`src/rtl/des_sbox_sched_if.sv`:
```
// Request/response bundle between two round-function sequencers and the shared
// DES S-box substitution engine.
interface des_sbox_sched_if;
    logic        req0_valid;
    logic        req0_ready;
    logic [48:1] req0_data;
    logic        req1_valid;
    logic        req1_ready;
    logic [48:1] req1_data;
    logic        rsp_valid;
    logic        rsp_ready;
    logic [32:1] rsp_data;
    logic        rsp_id;
    logic        busy;

    modport slave (
        input  req0_valid, req0_data, req1_valid, req1_data, rsp_ready,
        output req0_ready, req1_ready, rsp_valid, rsp_data, rsp_id, busy
    );

    modport master (
        output req0_valid, req0_data, req1_valid, req1_data, rsp_ready,
        input  req0_ready, req1_ready, rsp_valid, rsp_data, rsp_id, busy
    );
endinterface

```
`src/rtl/des_sbox_sched.sv`:
```
// Shared DES S-box engine: round-robin accepts a 48-bit operand from one of two
// requesters, runs S1..S8 over 8/LANES cycles and returns the tagged 32-bit word.
module des_sbox_sched #(
    parameter int LANES = 1
) (
    input  logic              clk,
    input  logic              rst_n,
    des_sbox_sched_if.slave   sbox_if
);
    localparam int STEPS = 8 / LANES;
    localparam int CW    = (STEPS > 1) ? $clog2(STEPS) : 1;
    localparam logic [CW-1:0] LAST_STEP = CW'(STEPS - 1);

    typedef enum logic [1:0] {
        IDLE = 2'd0,
        RUN  = 2'd1,
        DONE = 2'd2
    } state_t;

    // Entry [k][row*16+col] is S-box k+1; element 0 of each level sits at the MSB end.
    localparam logic [0:7][0:63][3:0] SBOX_TABLE = {
        256'hE4D12FB83A6C59070F74E2D1A6CB953841E8D62BFC973A50FC8249175B3EA06D,
        256'hF18E6B34972DC05A3D47F28EC01A69B50E7BA4D158C6932FD8A13F42B67C05E9,
        256'hA09E63F51DC7B428D709346A285ECBF1D6498F30B12C5AE71AD069874FE3B52C,
        256'h7DE3069A1285BC4FD8B56F03472C1AE9A690CB7DF13E52843F06A1D8945BC72E,
        256'h2C417AB6853FD0E9EB2C47D150FA3986421BAD78F9C5630EB8C71E2D6F09A453,
        256'hC1AF92680D34E75BAF427C9561DE0B389EF528C3704A1DB6432C95FABE17608D,
        256'h4B2EF08D3C975A61D0B7491AE35C2F8614BDC37EAF6850926BD814A7950FE23C,
        256'hD2846FB1A93E50C71FD8A374C56B0E927B419CE206ADF35821E74A8DFC90356B
    };

    state_t          state_q;
    logic [CW-1:0]   cnt_q, cnt_d;
    logic [0:7][5:0] op_q;
    logic [0:7][3:0] res_q, res_d;
    logic            id_q;
    logic            last_grant_q;
    logic            rsp_valid_q;
    logic            grant_valid;
    logic            grant_id;
    logic [2:0]      lane_chunk [LANES];
    logic [3:0]      lane_nib   [LANES];

    // Outer index bits pick the row, inner four bits pick the column.
    function automatic logic [3:0] sbox_lookup(input logic [2:0] box, input logic [5:0] idx);
        return SBOX_TABLE[box][{idx[5], idx[0], idx[4:1]}];
    endfunction

    always_comb begin
        grant_valid = sbox_if.req0_valid | sbox_if.req1_valid;
        if (sbox_if.req0_valid && sbox_if.req1_valid) begin
            grant_id = ~last_grant_q;
        end else begin
            grant_id = sbox_if.req1_valid;
        end
    end

    // Gated by rst_n so readies drop the moment reset asserts, not at release.
    assign sbox_if.req0_ready = rst_n && (state_q == IDLE) && grant_valid && !grant_id;
    assign sbox_if.req1_ready = rst_n && (state_q == IDLE) && grant_valid &&  grant_id;

    genvar gi;
    generate
        for (gi = 0; gi < LANES; gi++) begin : g_lane
            assign lane_chunk[gi] = 3'(int'(cnt_q) * LANES + gi);
            assign lane_nib[gi]   = sbox_lookup(lane_chunk[gi], op_q[lane_chunk[gi]]);
        end
    endgenerate

    always_comb begin
        res_d = res_q;
        for (int l = 0; l < LANES; l++) begin
            res_d[lane_chunk[l]] = lane_nib[l];
        end
        cnt_d = cnt_q + CW'(1);
    end

    always_ff @(posedge clk or negedge rst_n) begin
        if (!rst_n) begin
            state_q      <= IDLE;
            cnt_q        <= '0;
            op_q         <= '0;
            res_q        <= '0;
            id_q         <= 1'b0;
            last_grant_q <= 1'b1;
            rsp_valid_q  <= 1'b0;
        end else begin
            case (state_q)
                IDLE: begin
                    if (grant_valid) begin
                        op_q         <= grant_id ? sbox_if.req1_data : sbox_if.req0_data;
                        id_q         <= grant_id;
                        last_grant_q <= grant_id;
                        cnt_q        <= '0;
                        res_q        <= '0;
                        state_q      <= RUN;
                    end
                end
                RUN: begin
                    res_q <= res_d;
                    cnt_q <= cnt_d;
                    if (cnt_q == LAST_STEP) begin
                        state_q     <= DONE;
                        rsp_valid_q <= 1'b1;
                    end
                end
                DONE: begin
                    if (sbox_if.rsp_ready) begin
                        state_q     <= IDLE;
                        rsp_valid_q <= 1'b0;
                    end
                end
                default: state_q <= IDLE;
            endcase
        end
    end

    assign sbox_if.rsp_valid = rsp_valid_q;
    assign sbox_if.rsp_data  = res_q;
    assign sbox_if.rsp_id    = id_q;
    assign sbox_if.busy      = (state_q != IDLE);
endmodule

```
`src/flat_wrapper.sv`:
```
// flat-port wrapper written by rule: the top's interface ports become plain ports
module des_sbox_sched_flat 
#(
    parameter int LANES = 1
)
  (clk, rst_n, sbox_if_req0_valid, sbox_if_req0_data, sbox_if_req1_valid, sbox_if_req1_data, sbox_if_rsp_ready, sbox_if_req0_ready, sbox_if_req1_ready, sbox_if_rsp_valid, sbox_if_rsp_data, sbox_if_rsp_id, sbox_if_busy);
  des_sbox_sched_if sbox_if_i ();
  input  logic clk;
  input  logic rst_n;
  input wire logic [$bits(sbox_if_i.req0_valid)-1:0] sbox_if_req0_valid;
  input wire logic [$bits(sbox_if_i.req0_data)-1:0] sbox_if_req0_data;
  input wire logic [$bits(sbox_if_i.req1_valid)-1:0] sbox_if_req1_valid;
  input wire logic [$bits(sbox_if_i.req1_data)-1:0] sbox_if_req1_data;
  input wire logic [$bits(sbox_if_i.rsp_ready)-1:0] sbox_if_rsp_ready;
  output wire logic [$bits(sbox_if_i.req0_ready)-1:0] sbox_if_req0_ready;
  output wire logic [$bits(sbox_if_i.req1_ready)-1:0] sbox_if_req1_ready;
  output wire logic [$bits(sbox_if_i.rsp_valid)-1:0] sbox_if_rsp_valid;
  output wire logic [$bits(sbox_if_i.rsp_data)-1:0] sbox_if_rsp_data;
  output wire logic [$bits(sbox_if_i.rsp_id)-1:0] sbox_if_rsp_id;
  output wire logic [$bits(sbox_if_i.busy)-1:0] sbox_if_busy;
  assign sbox_if_i.req0_valid = sbox_if_req0_valid;
  assign sbox_if_i.req0_data = sbox_if_req0_data;
  assign sbox_if_i.req1_valid = sbox_if_req1_valid;
  assign sbox_if_i.req1_data = sbox_if_req1_data;
  assign sbox_if_i.rsp_ready = sbox_if_rsp_ready;
  assign sbox_if_req0_ready = sbox_if_i.req0_ready;
  assign sbox_if_req1_ready = sbox_if_i.req1_ready;
  assign sbox_if_rsp_valid = sbox_if_i.rsp_valid;
  assign sbox_if_rsp_data = sbox_if_i.rsp_data;
  assign sbox_if_rsp_id = sbox_if_i.rsp_id;
  assign sbox_if_busy = sbox_if_i.busy;
  des_sbox_sched #(.LANES(LANES)) u_core (.clk(clk), .rst_n(rst_n), .sbox_if(sbox_if_i));
endmodule
```
`config.mk`:
```
export PLATFORM = sky130hd
export DESIGN_NAME = des_sbox_sched_flat
export DESIGN_NICKNAME = d
export VERILOG_FILES = /design/src/rtl/des_sbox_sched_if.sv /design/src/rtl/des_sbox_sched.sv /design/src/flat_wrapper.sv
export SDC_FILE = /design/constraint.sdc
export NUM_CORES = 1
export LEC_CHECK = 0
export BUFFER_PORTS_ARGS = -buffer_cell sky130_fd_sc_hd__buf_2
export CELL_PAD_IN_SITES_DETAIL_PLACEMENT = 1
export CELL_PAD_IN_SITES_GLOBAL_PLACEMENT = 2
export CORE_MARGIN = 2
export CORE_UTILIZATION = 32
export DETAILED_ROUTE_END_ITERATION = 10
export GPL_TIMING_DRIVEN = 0
export PLACE_DENSITY_LB_ADDON = 0.1
export REMOVE_ABC_BUFFERS = 1
export SLEW_MARGIN = 10
export SYNTH_ARGS = -nofsm -noshare
export SYNTH_HDL_FRONTEND = slang
export SYNTH_SLANG_ARGS = --single-unit
```
`constraint.sdc`:
```
create_clock -name clk -period 11.9 [get_ports clk]
set_clock_uncertainty 0.1 [all_clocks]
set_input_delay 0.595 -clock clk [delete_from_list [all_inputs] [get_ports clk]]
set_output_delay 0.595 -clock clk [all_outputs]
set_load 0.05 [all_outputs]
```
==> Yosys cells after proc, flatten, opt, wreduce, memory -nomap -nowiden <==
Memories as Yosys holds them, arrays and structs flattened.
Cells that the tools add are included.
{ "classes": {"reduce_logical": 15, "add_sub_neg": 1, "mux": 24, "bitwise": 4, "eq_ne": 6, "order_cmp": 3} }
{ "op_table": {"columns": ["op", "n"], "rows": [
  ["$mux 256", 2],
  ["$pmux 32 s2", 1],
  ["$mux 48", 1],
  ["$bwmux 32", 1],
  ["$mux 32", 1],
  ["$bmux 4 s6", 1],
  ["$bmux 6 s3", 1],
  ["$demux 4 s3", 1],
  ["$mux 4", 3],
  ["$mux 6", 2],
  ["$ge 7x7->1 const B", 1],
  ["$not 6->7", 1],
  ["$logic_and 1x1->1", 6],
  ["$mux 2", 3],
  ["$pmux 2 s3", 1],
  ["$pmux 3 s2", 1],
  ["$reduce_and 3->1", 2],
  ["$reduce_bool 2->1", 3],
  ["$ge 4x4->1 const B", 1],
  ["$lt 4x1->1 const B", 1],
  ["$ne 2x1->1 const B", 2],
  ["$not 3->4", 1],
  ["$reduce_and 2->1", 2],
  ["$add 3x1->3 const B", 1],
  ["11 further kinds", 13]
]} }
{ "word_totals": {"word_cells": 75, "output_inout_bits": 37, "romBits": 2048, "in_bits": 101, "n_memories": 1, "register_bits": 88} }
{ "mem_list": {"columns": ["memory", "depth", "width", "read_ports", "rd_clocked_by_memory_dff", "wr", "line", "source"], "rows": [
  ["(name not given)", 8, 256, 1, 0, 0, "des_sbox_sched.sv:46", "return SBOX_TABLE[box][{idx[5], idx[0], idx[4:1]}];"]
]} }

==> Logic depth before layout (Yosys ltp) <==
{ "logic_depth": {"depth_word": 10, "ltp_mapped": 16, "ltp_nobuf": 10} }

==> Worst setup path after synthesis <==
Ideal clock, no wire load.
{ "synth_path": {"path_kind": "flip-flop to flip-flop", "from": "reg u_core.cnt_q[1]", "to": "reg u_core.res_q (netlist bit u_core.sbox_if.rsp_data[10])", "n_path_buf": 6, "arrival_ps": 3694, "required_ps": 11666, "slack_ps": 7972, "path_stages_with_launch": 16, "period_less_slack_ps": 3928, "setup_ps": 134, "path_cell_list": "dfrtp_1 -> buf_4 -> buf_6 -> buf_2 -> inv_1 -> clkbuf_1 -> ha_1 -> clkbuf_1 -> nor4_1 -> or3_1 -> buf_2 -> o31ai_2 -> a2111oi_2 -> nor4b_2 -> a32oi_2 -> o21ai_1"} }
{ "synth_between": {"elab_chain_cells": 10, "word_cells_on_any_way": 18, "classes_between": "2 x order compare; 12 x mux; 2 x bitwise; 1 x reduce/logical; 1 x memory"} }
{ "synth_lines": {"columns": ["element", "line", "source"], "rows": [
  ["start, declared", "des_sbox_sched.sv:33", "logic [CW-1:0] cnt_q, cnt_d;"],
  ["start signal, assigned", "des_sbox_sched.sv:101", "cnt_q <= cnt_d;"],
  ["$not 3->4 (implied by the code) (*)", "des_sbox_sched.sv:46, des_sbox_sched.sv:66, des_sbox_sched.sv:73", null],
  ["branches (longest 7 deep; another with $mem_v2 8x256)", null, null],
  ["$bwmux 32 (*)", "des_sbox_sched.sv:73", "res_d[lane_chunk[l]] = lane_nib[l];"],
  ["$pmux 32 s2 (*)", "des_sbox_sched.sv:88", "case (state_q)"],
  ["end signal, assigned", "des_sbox_sched.sv:100", "res_q <= res_d;"],
  ["end, declared", "des_sbox_sched.sv:35", "logic [0:7][3:0] res_q, res_d;"]
]} }
Every way passes the cells marked *. The select of a mux whose other input is x is not followed.
A chain may end at the register's enable or synchronous reset.

==> Worst setup path in the final report <==
{ "layout_path": {"from": "reg u_core.cnt_q[1]", "to": "reg u_core.res_q (netlist bit u_core.sbox_if.rsp_data[25])"} }
The elaborated chain is that of the path after synthesis.

==> metrics <==
sequential-to-total area share from yosys stat 0.267; Synth top cells by count nand2_1 (130), o21ai_0 (100), dfrtp_1 (87); DP HPWL 26300 um; H-tree Lvls 3; post-cts gate resize count 0; TritonCTS buffer count 9; initial DRC count 775; crit path kind reg -> reg; drt pass-1 iters 5; Synth-to-Final Area Change 15.9%; Crit. End Element register; unrepaired setup endpoints after global routing no; Crit path required time 12.06 ns; Final Max Tran Viols 0; Initial Utilization 0.327; Clock Latency Late Sink 0.38 ns; post-synth top area cell dfrtp_1; r2r startpoint u_core.cnt_q[1]; Post-synth ARST share 1.00; postcts setup bufs 0; CTS tree yes; endpoints failing setup 0; clk buf depth 2; Distinct cells, synth 93; Rows 58; Die Footprint 27100 um^2; Routed Antenna Nets 0; Synth Flop Type dfrtp_1; number of port buffers 137; Ports 138; Tightest Hold Check Type in -> async; clock sinks 88; largest net degree at the start of global routing 91; synth top area cells dfrtp_1 (26%), mux2i_1 (9.2%), o21ai_0 (6.1%); Simple-Gate Fraction of Synth Area 0.205; top-count cell post-synth nand2_1; FF-to-FF setup slack 6.51 ns; Compound-Gate Fraction of Synth Area 0.313; Core ar. 25300 um^2; Synth Area in Adders 0.0243; root buffer cell clkbuf_16; status finished clean; share of cell area taken by muxes after synthesis 0.129; Post-route DRC 0; Nets 1203; Synth Cell Area 8250 um^2; r2r endpoint u_core.sbox_if.rsp_data[25]; Reg2Reg Depth 10; via count 9042; yosys warns 0; setup TNS 0 ns; WL final 37100 um; crit path DAT 5.55 ns; Achievable Freq 186 MHz; GPL Wtd Cong 0.965; CP Launch Type register; ANT cells 0; GRT Residual Overflow 0; Die W 165 um; first-pass GRT wire length 56900 um; final worst path period need 5.39 ns; initial antenna violation count 0; share of post-route cells with drive strength above 1 0.215; actual slew at the worst max-slew pin 1.19 ns; CP Max Fanout 19; Seq cells post-synth 88; MaxCap Viol Count 0; Post-Syn Area per Cell 8.06 um^2; vias in the first global route 9045; Worst-path clk slew 0.09 ns; largest family of logic cells by synthesized area compound AO/OA/AOI/OAI gates; Final Hold Vio Count 0; hold buffer count at cts 0; GR Util All Layers 0.278; XOR/XNOR Fraction of Synth Area 0.00106; Post-synth EDFFs 0; Synth top area share 0.264; routed vias/inst 6.36; Cells after Synth 1023; relative slew slack 0.186; WL/cell 26.1 um; fin crit share 0.453; Die H 165 um
## kinds of logic (layout without fill, tap and decap cells)
group	Yosys count	after routing
simple gates	349	349
flops	88	88
fa+ha+maj	16	16
compound gates	365	365
xor+xnor	1	1
mux	95	95
buf+inv	109	177
## worst max path at each step
stage	depth (start not counted)	start	slack, ns	end
after floorplan	2	sbox_if_req1_valid	3.82	sbox_if_req0_ready
after global placement	8	u_core.cnt_q[2]	3.14	u_core.sbox_if.rsp_data[11]
after detailed placement	10	u_core.cnt_q[1]	6.66	u_core.sbox_if.rsp_data[9]
after CTS	10	u_core.cnt_q[1]	6.66	u_core.sbox_if.rsp_data[9]
after global routing	10	u_core.cnt_q[1]	6.32	u_core.sbox_if.rsp_data[5]
final	10	u_core.cnt_q[1]	6.51	u_core.sbox_if.rsp_data[25]
## state kept, by name, summed over array words and instances, names as in the netlist
| register | count |
|---|---|
| u_core.op_q | 48 |
| u_core.sbox_if.rsp_id | 1 |
| u_core.cnt_q | 3 |
| u_core.state_q | 2 |
| u_core.last_grant_q | 1 |
| u_core.sbox_if.rsp_data | 32 |
| u_core.sbox_if.rsp_valid | 1 |
## through the flow
stage	worst slack (ns)	utilization	area [um^2]	hold slack, ns	cells
after global placement	3.14	0.352	8890	0.355	1392
after CTS	6.66	0.379	9570	0.0544	1421
final	6.51	0.379	9570	0.0347	1421
after global routing	6.32	0.379	9570	0.0637	1421
after detailed placement	6.66	0.367	9260	0.367	1405
after floorplan	3.82	-	7790	0.199	925
## critical path, cell delays in order, from the launching register on
cell and delay [ns]:
dfrtp_4 0.64, inv_1 0.47, ha_1 1.03, inv_1 0.44, nor3_1 0.39, a211oi_1 0.09, a2111oi_0 1.03, a2111oi_1 0.22
nor4b_4 0.53, nand4_1 0.18, o311ai_1 0.14
## layout by cell type (no fill, tap or decap), types with 12 or more instances in the layout
cell type	instances
a211oi_1	21
a21oi_1	54
a31oi_1	18
buf_2	136
dfrtp_1	84
ha_1	16
mux2i_1	74
nand2_1	129
nand3_1	47
nand4_1	12
nor2_1	54
nor3_1	26
o211ai_1	15
o21ai_0	100
o22ai_1	12
## per-layer routing
layer / up-vias / wire [um] / global-route usage / share of wire
li1: 4040 / - / - / -
met1: 4392 / 15600 / 0.363 / 0.42
met2: 485 / 16500 / 0.440 / 0.45
met3: 125 / 2860 / 0.0462 / 0.077
met4: 0 / 2100 / 0.148 / 0.057
met5: - / 0 / 0 / 0
## cell type report
type | instances | area, um^2
Clock inverter | 7 | 81.3
Inverter | 11 | 41.3
Fill cell | 3092 | 15700
Timing Repair Buffer | 150 | 986
Multi-Input combinational cell | 826 | 5610
Tap cell | 330 | 413
Sequential cell | 88 | 2210
Clock buffer | 9 | 225
Power is not shown: default switching activity piles up to over one toggle a cycle in this logic, so the estimate is an artifact.
